**config.mk**
```make
export PLATFORM = sky130hd
export DESIGN_NAME = gray_seq_ctrl
export DESIGN_NICKNAME = d
export VERILOG_FILES = /design/src/rtl/gray_seq_ctrl.sv
export SDC_FILE = /design/constraint.sdc
export NUM_CORES = 1
export LEC_CHECK = 0
export BUFFER_PORTS_ARGS = -buffer_cell sky130_fd_sc_hd__buf_4
export CAP_MARGIN = 10
export CORE_MARGIN = 2
export CORE_UTILIZATION = 57
export CTS_CLUSTER_SIZE = 20
export DETAILED_ROUTE_END_ITERATION = 7
export GPL_ROUTABILITY_DRIVEN = 0
export PLACE_DENSITY = 0.86
export SLEW_MARGIN = 30
export SYNTH_ARGS = -nofsm -noshare
export SYNTH_HDL_FRONTEND = slang
export SYNTH_SLANG_ARGS = --single-unit
```
**constraint.sdc**
```tcl
create_clock -name clk -period 4.22 [get_ports clk]
set_clock_uncertainty 0.1 [all_clocks]
set_input_delay 0 -clock clk [delete_from_list [all_inputs] [get_ports clk]]
set_output_delay 0 -clock clk [all_outputs]
set_load 0.01 [all_outputs]
```
**src/rtl/gray_seq_ctrl.sv**
```systemverilog
// Counted Gray-code sequencer. It steps a binary count up or down once per
// un-paused RUN cycle and publishes the registered Gray encoding.
module gray_seq_ctrl #(
    parameter int WIDTH  = 4,
    parameter int STEP_W = 8
) (
    input  logic              clk,
    input  logic              reset,
    input  logic              start,
    input  logic [STEP_W-1:0] steps,
    input  logic              dir,
    input  logic              pause,
    input  logic              clr,
    output logic [WIDTH-1:0]  gray_out,
    output logic [WIDTH-1:0]  bin_out,
    output logic              busy,
    output logic              step,
    output logic              done
);

    typedef enum logic [1:0] {
        S_IDLE,
        S_RUN,
        S_DONE
    } state_t;

    state_t              state_q, state_d;
    logic [WIDTH-1:0]    bin_q, bin_d;
    logic [WIDTH-1:0]    gray_q, gray_d;
    logic [STEP_W-1:0]   rem_q, rem_d;
    logic                dir_q, dir_d;
    logic                busy_q, busy_d;
    logic                step_q, step_d;
    logic                done_q, done_d;

    always_comb begin
        state_d = state_q;
        bin_d   = bin_q;
        rem_d   = rem_q;
        dir_d   = dir_q;
        step_d  = 1'b0;
        done_d  = 1'b0;
        case (state_q)
            S_IDLE: begin
                if (start) begin
                    if (steps != '0) begin
                        rem_d   = steps;
                        dir_d   = dir;
                        state_d = S_RUN;
                    end else begin
                        state_d = S_DONE;
                    end
                end else if (clr) begin
                    bin_d = '0;
                end
            end
            S_RUN: begin
                if (!pause) begin
                    bin_d  = dir_q ? (bin_q - WIDTH'(1)) : (bin_q + WIDTH'(1));
                    rem_d  = rem_q - STEP_W'(1);
                    step_d = 1'b1;
                    if (rem_q == STEP_W'(1)) begin
                        state_d = S_DONE;
                    end
                end
            end
            S_DONE: begin
                // Registered below, so the pulse lands one cycle after DONE.
                done_d  = 1'b1;
                state_d = S_IDLE;
            end
            default: begin
                state_d = S_IDLE;
            end
        endcase
        gray_d = bin_d ^ (bin_d >> 1);
        busy_d = (state_d == S_RUN);
    end

    always_ff @(posedge clk) begin
        if (reset) begin
            state_q <= S_IDLE;
            bin_q   <= '0;
            gray_q  <= '0;
            rem_q   <= '0;
            dir_q   <= 1'b0;
            busy_q  <= 1'b0;
            step_q  <= 1'b0;
            done_q  <= 1'b0;
        end else begin
            state_q <= state_d;
            bin_q   <= bin_d;
            gray_q  <= gray_d;
            rem_q   <= rem_d;
            dir_q   <= dir_d;
            busy_q  <= busy_d;
            step_q  <= step_d;
            done_q  <= done_d;
        end
    end

    assign gray_out = gray_q;
    assign bin_out  = bin_q;
    assign busy     = busy_q;
    assign step     = step_q;
    assign done     = done_q;

    // A Gray step must flip exactly one output bit.
    assert property (@(posedge clk) disable iff (reset)
        step_q |-> ($countones(gray_q ^ $past(gray_q)) == 1));

endmodule

```
== After elaboration in Yosys (flattened, before gate mapping) ==
Cells that the tools add are included.
Operators by class
  add/sub/neg operators: 3
  eq/ne operators: 7
  muxes and demuxes: 16
  bitwise operators: 2
  reduce and logical (&&, ||, !) cells: 6
Operators with widths (number)
  8-bit two-way mux: 3
  4-bit two-way mux: 4
  8-bit one-hot mux with 2 select lines: 1
  8-bit by 1-bit == test with 1-bit output (second input constant): 1
  2-bit two-way mux: 4
  4-bit one-hot mux with 2 select lines: 1
  8-bit nonzero test: 1
  8-bit by 1-bit subtractor with 8-bit output (second input constant): 1
  2-bit != test (second input constant): 3
  4-bit by 1-bit adder with 4-bit output (second input constant): 1
  2-bit by 1-bit == test with 1-bit output (second input constant): 2
  2-bit one-hot mux with 2 select lines: 1
  4-bit AND reduction: 1
  4-bit by 1-bit subtractor with 4-bit output (second input constant): 1
  4-bit by 3-bit XOR with 4-bit output: 1
  3-bit AND reduction: 1
  2-bit == test (second input constant): 1
  2-bit zero test: 1
  1-bit two-way mux: 2
  2-bit nonzero test: 1
  2-bit OR reduction: 1
  1-bit inverter: 1
Storage, ports and cells
  flip-flop bits (word level): 22
  input port bits: 14
  word-level logic and storage cells: 42

== Logic depth before layout (Yosys ltp) ==
  depth in word-level cells: 5
  gate-level depth with buffers: 8
  gate-level depth less buffers: 7

== Worst setup path before layout ==
Ideal clock, no wire load.
  kind: register to register
  from: reg bin_q[2], in the netlist bin_out[2]
  to: reg gray_q[2], in the netlist gray_out[2]
  library setup time: 0.120 ns
  arrival time: 1.690 ns
  required time: 4.000 ns
  slack: 2.310 ns
  cell stages (with the launch flop): 7
  path buffers: 0
  period minus slack after synthesis: 1.910 ns
  path through: dfxtp_1 ha_1 a21oi_1 a21oi_1 o31a_1 o2111a_1 a211o_1
Between the ends
  cells in the longest elaborated chain, start to end: 5
Ends and longest elaborated chain
  start, declared: RTL line 28  | logic [WIDTH-1:0] bin_q, bin_d;
  start signal, assigned: RTL line 92  | bin_q <= bin_d;
  4-bit by 1-bit adder with 4-bit output / 4-bit by 1-bit subtractor with 4-bit output (equally long branches): RTL line 59  | bin_d = dir_q ? (bin_q - WIDTH'(1)) : (bin_q + WIDTH'(1));
  4-bit two-way mux: RTL line 59
  4-bit two-way mux: RTL line 58  | if (!pause) begin
  4-bit one-hot mux with 2 select lines (*): RTL line 43  | case (state_q)
  4-bit by 3-bit XOR with 4-bit output (*): RTL line 76  | gray_d = bin_d ^ (bin_d >> 1);
  end signal, assigned: RTL line 93  | gray_q <= gray_d;
  end, declared: RTL line 29  | logic [WIDTH-1:0] gray_q, gray_d;
Mark *: on every way between the ends. The rest lies on a longest branch, timed or not.
A chain may end at the register's enable or synchronous reset.

== Worst setup path after layout ==
  from: in steps[0]
  to: reg rem_q[7]
Between the ends
  cells in the longest elaborated chain, start to end: 3
Ends and longest elaborated chain
  start, declared: RTL line 10  | input logic [STEP_W-1:0] steps,
  8-bit nonzero test: RTL line 46  | if (steps != '0) begin
  2-bit != test (no line)
  4-bit AND reduction (no line)
  end signal, assigned: RTL line 94  | rem_q <= rem_d;
  end, declared: RTL line 30  | logic [STEP_W-1:0] rem_q, rem_d;
No other way between the ends.

==> results by group <==
Outcome
  – Outcome: completed

Critical path
  – Critical path class: in2reg
  – R2R depth: 6
  – FF-to-FF setup slack: 1.82 ns
  – Critical Path Max Stage Delay: 0.57 ns
  – Worst path slowest cell: or4_1
  – Critical path arrival: between 2 and 3 ns
  – Stages on the worst setup path: 8
  – Startpoint types: input pin
  – Capturing point of the worst reg2reg path: rem_q[7]
  – Worst path cell trace: dlygate4sd3_1, buf_4, or4_1, o211ai_2, a21o_2, o21ai_0, a21oi_1, dlygate4sd3_1
  – CP endpoint kind: flop
  – Most prevalent standard cell on the critical path: dlygate4sd3_1
  – Crit-path leading delay family: buffers and inverters
  – WP data required: approximately 4.4 ns
  – CP bufs+invs: 3
  – Crit Path Max Fanout: 7
  – Worst r2r src: state_q[1]

Route
  – DRT Pass-1 Iters: 4
  – DRC violations left: 0
  – Vias: 1196
  – Detailed-route wire length: 2820 um
  – Wire per inst: 13.6 um
  – DR vias/cell: about 5.8
  – DR iter-0 viols: 22
  – Antenna Nets Post-Route: 0

Synth
  – Synthesized netlist cell count: 148
  – Syn_nets: ~170
  – Post-synth cell types: 42
  – Top post-synthesis cells by area: dfxtp_1 35%, a21oi_1 6.7%, nor2_1 5.9%, nand2_1 4.7%, ha_1 4.2%
  – Synth warnings: 0
  – Cell taking the most area after synthesis: dfxtp_1
  – Post-synthesis cell area: 1200 um^2
  – Sequential-to-total area share from yosys stat: 0.351
  – Mean post-synth cell area: 8.10 um^2
  – #FFs+latches synth: 21
  – Top-area cell type share of the netlist area: 0.351

Timing
  – Slew Viols, Final: 0
  – Final worst-path cycle share: 0.576
  – Max-slew headroom: 0.594
  – FMAX: approximately 410 MHz
  – Tightest Pin Transition: 0.609 ns
  – Setup violators final: 0
  – Fin crit period: between 2 and 2.5 ns
  – Hold Fails Final Rpt: 0
  – Final worst slack: 1.79 ns
  – RSZ-0062 raised after global routing: false
  – Setup tns final: 0 ns

Global routing
  – Vias in the first global route: between 1000 and 1500
  – GRT Residual Overflow: 0
  – Initial antenna violation count: 0
  – Largest net degree at the start of global routing: 23
  – Total track usage: 0.259
  – First-pass GRT wire length: 4880 um

Floorplanning
  – Initial core utilization: 0.605
  – Die Wd: 49.9 um
  – Placement row count: 16
  – # IOs: 25
  – Area of the core: 1980 um^2
  – Die H: about 50 um
  – Die footprint: 2490 um^2

Clock network
  – H-tree levels: 1
  – Cts repair resizes: 0
  – Clk Latency, worst-skew pair: 0.31 ns
  – CTS root buf: clkbuf_4
  – Setup Buffers After CTS: 0
  – CTS Hold Bufs: 12
  – TritonCTS Buffers: 3
  – Clock slew seen by the registers of the worst setup and hold paths: ~0.12 ns
  – Bufs on Longest Clock Path: 2
  – Sink Count: 21
  – CTS tree: yes

Power
  – VDD IR-drop max: 231 uV
  – P per Cell Area: 296 nW/um^2
  – Total power: approximately 450 uW
  – Leakage power: around 0.00067 uW

Finish
  – Fillers: 154
  – Non-Filler Instances: 208
  – Synthesis-to-finish area growth: 26.9%
  – Sequential Area: 420 um^2
  – Design Area, Final: approximately 1500 um^2
  – Nets: 201
  – # diodes: 0
  – Footprint of the multi-input gates: 721 um^2
  – Share of cells above drive strength 1: 0.193

Worst hold path
  – Worst Hold Path EP: bin_out[0]
  – Hold depth: 4
  – Hold Path Class: in2reg
  – Hold path start: pause

Place
  – Final HPWL DP: about 2000 um
  – Pre-CTS setup slack: roughly 2.2 ns
  – Placed cell count: 192
  – Port Buffers: 24
  – Placed Area: 1370 um^2

Job
  – # Max-Cap Violations: 0
-- metal layers --
metal,global-route usage,vias to the layer above,share of wire
met3,0.0667,4,0.057
li1,-,597,-
met2,0.416,42,0.49
met5,0,-,0
met1,0.327,553,0.44
met4,0.111,0,0.015
-- worst max path at each step --
stage	slack, ns	to	from
global route	1.67	rem_q[7]	state_q[1]
detailed placement	2.23	gray_out[2]	dir_q
CTS	1.82	rem_q[7]	steps[0]
global placement	2.32	gray_out[2]	bin_out[2]
finish	1.79	rem_q[7]	steps[0]
floorplan	2.31	gray_out[2]	bin_out[2]
-- state kept, by name (all words and copies together) (netlist names) --
register and cells:
gray_out 3, dir_q 1, rem_q 8, state_q 2
busy 1, done 1, step 1, bin_out 4
-- report_power, final --
group	switching [uW]	internal, uW
clock	61.4	35.4
combinational	65.7	60.6
sequential	14.3	212
-- layout make-up --
class,instances,area share
well taps,27,0.0222
multi-input cells,115,0.474
clock buffers,3,0.0148
inverters,5,0.0123
repair buffers,36,0.197
flip-flops and latches,21,0.276
clock inverters,1,0.00329
-- metrics by stage --
stage	utilization	hold slack, ns
2_1_floorplan	-	0.0360
3_3_place_gp	0.693	0.167
3_5_place_dp	0.693	0.161
4_1_cts	0.768	0.0284
5_1_grt	0.768	0.0370
6_report	0.768	0.0382
-- cell families after synthesis --
kind of cell,count (synthesis),synth area share
adders and majority gates,5,0.0585
muxes,2,0.0177
xor gates and xnor gates,3,0.0219
DFF,21,0.351
buffers and inverters,12,0.0480
AOI/OAI and AO/OA,47,0.267
and+or+nand+nor,58,0.236
-- Yosys cell counts (all sizes together) --
cell,n
dfxtp,21
nor2,19
a21oi,18
nand2,15
o21ai,10
inv,5
nor3,5
a21o,4
a22o,4
buf,4
ha,4
nand2b,4
a211oi,3
clkbuf,3
nand3,3
or4,3
xnor2,3
a211o,2
and3,2
nor2b,2
a22oi,1
a2bb2oi,1
fa,1
mux2,1
mux2i,1
nor3b,1
nor4,1
nor4b,1
o2111a,1
o211ai,1
o31a,1
o41ai,1
or2b,1
or3b,1
-- worst register-to-register path, delay by kind of cell, from the launching register on --
family,cells,cell delay [ns]
buffers and inverters,1,0.55
AO/OA/AOI/OAI,2,0.28
flip-flops,1,0.65
AND/OR/NAND/NOR,3,0.73
-- placed cells by master (no fill, tap or decap), types with 2 or more instances in the layout --
master | Yosys | final
o21ai_0 | 10 | 10
a211oi_1 | 3 | 3
clkbuf_4 | 0 | 3
a22o_1 | 4 | 4
buf_4 | 1 | 24
ha_1 | 4 | 4
dfxtp_1 | 21 | 21
and3_1 | 2 | 2
dlygate4sd3_1 | 0 | 12
nor2_1 | 19 | 19
xnor2_1 | 3 | 3
or4_1 | 2 | 2
a21o_1 | 3 | 3
a21oi_1 | 16 | 16
nor3_1 | 5 | 5
nor2b_1 | 2 | 2
nand2_1 | 15 | 15
nand3_1 | 3 | 3
inv_1 | 5 | 5
nand2b_1 | 4 | 4
Note: power is estimated with default switching activity, not from simulation.
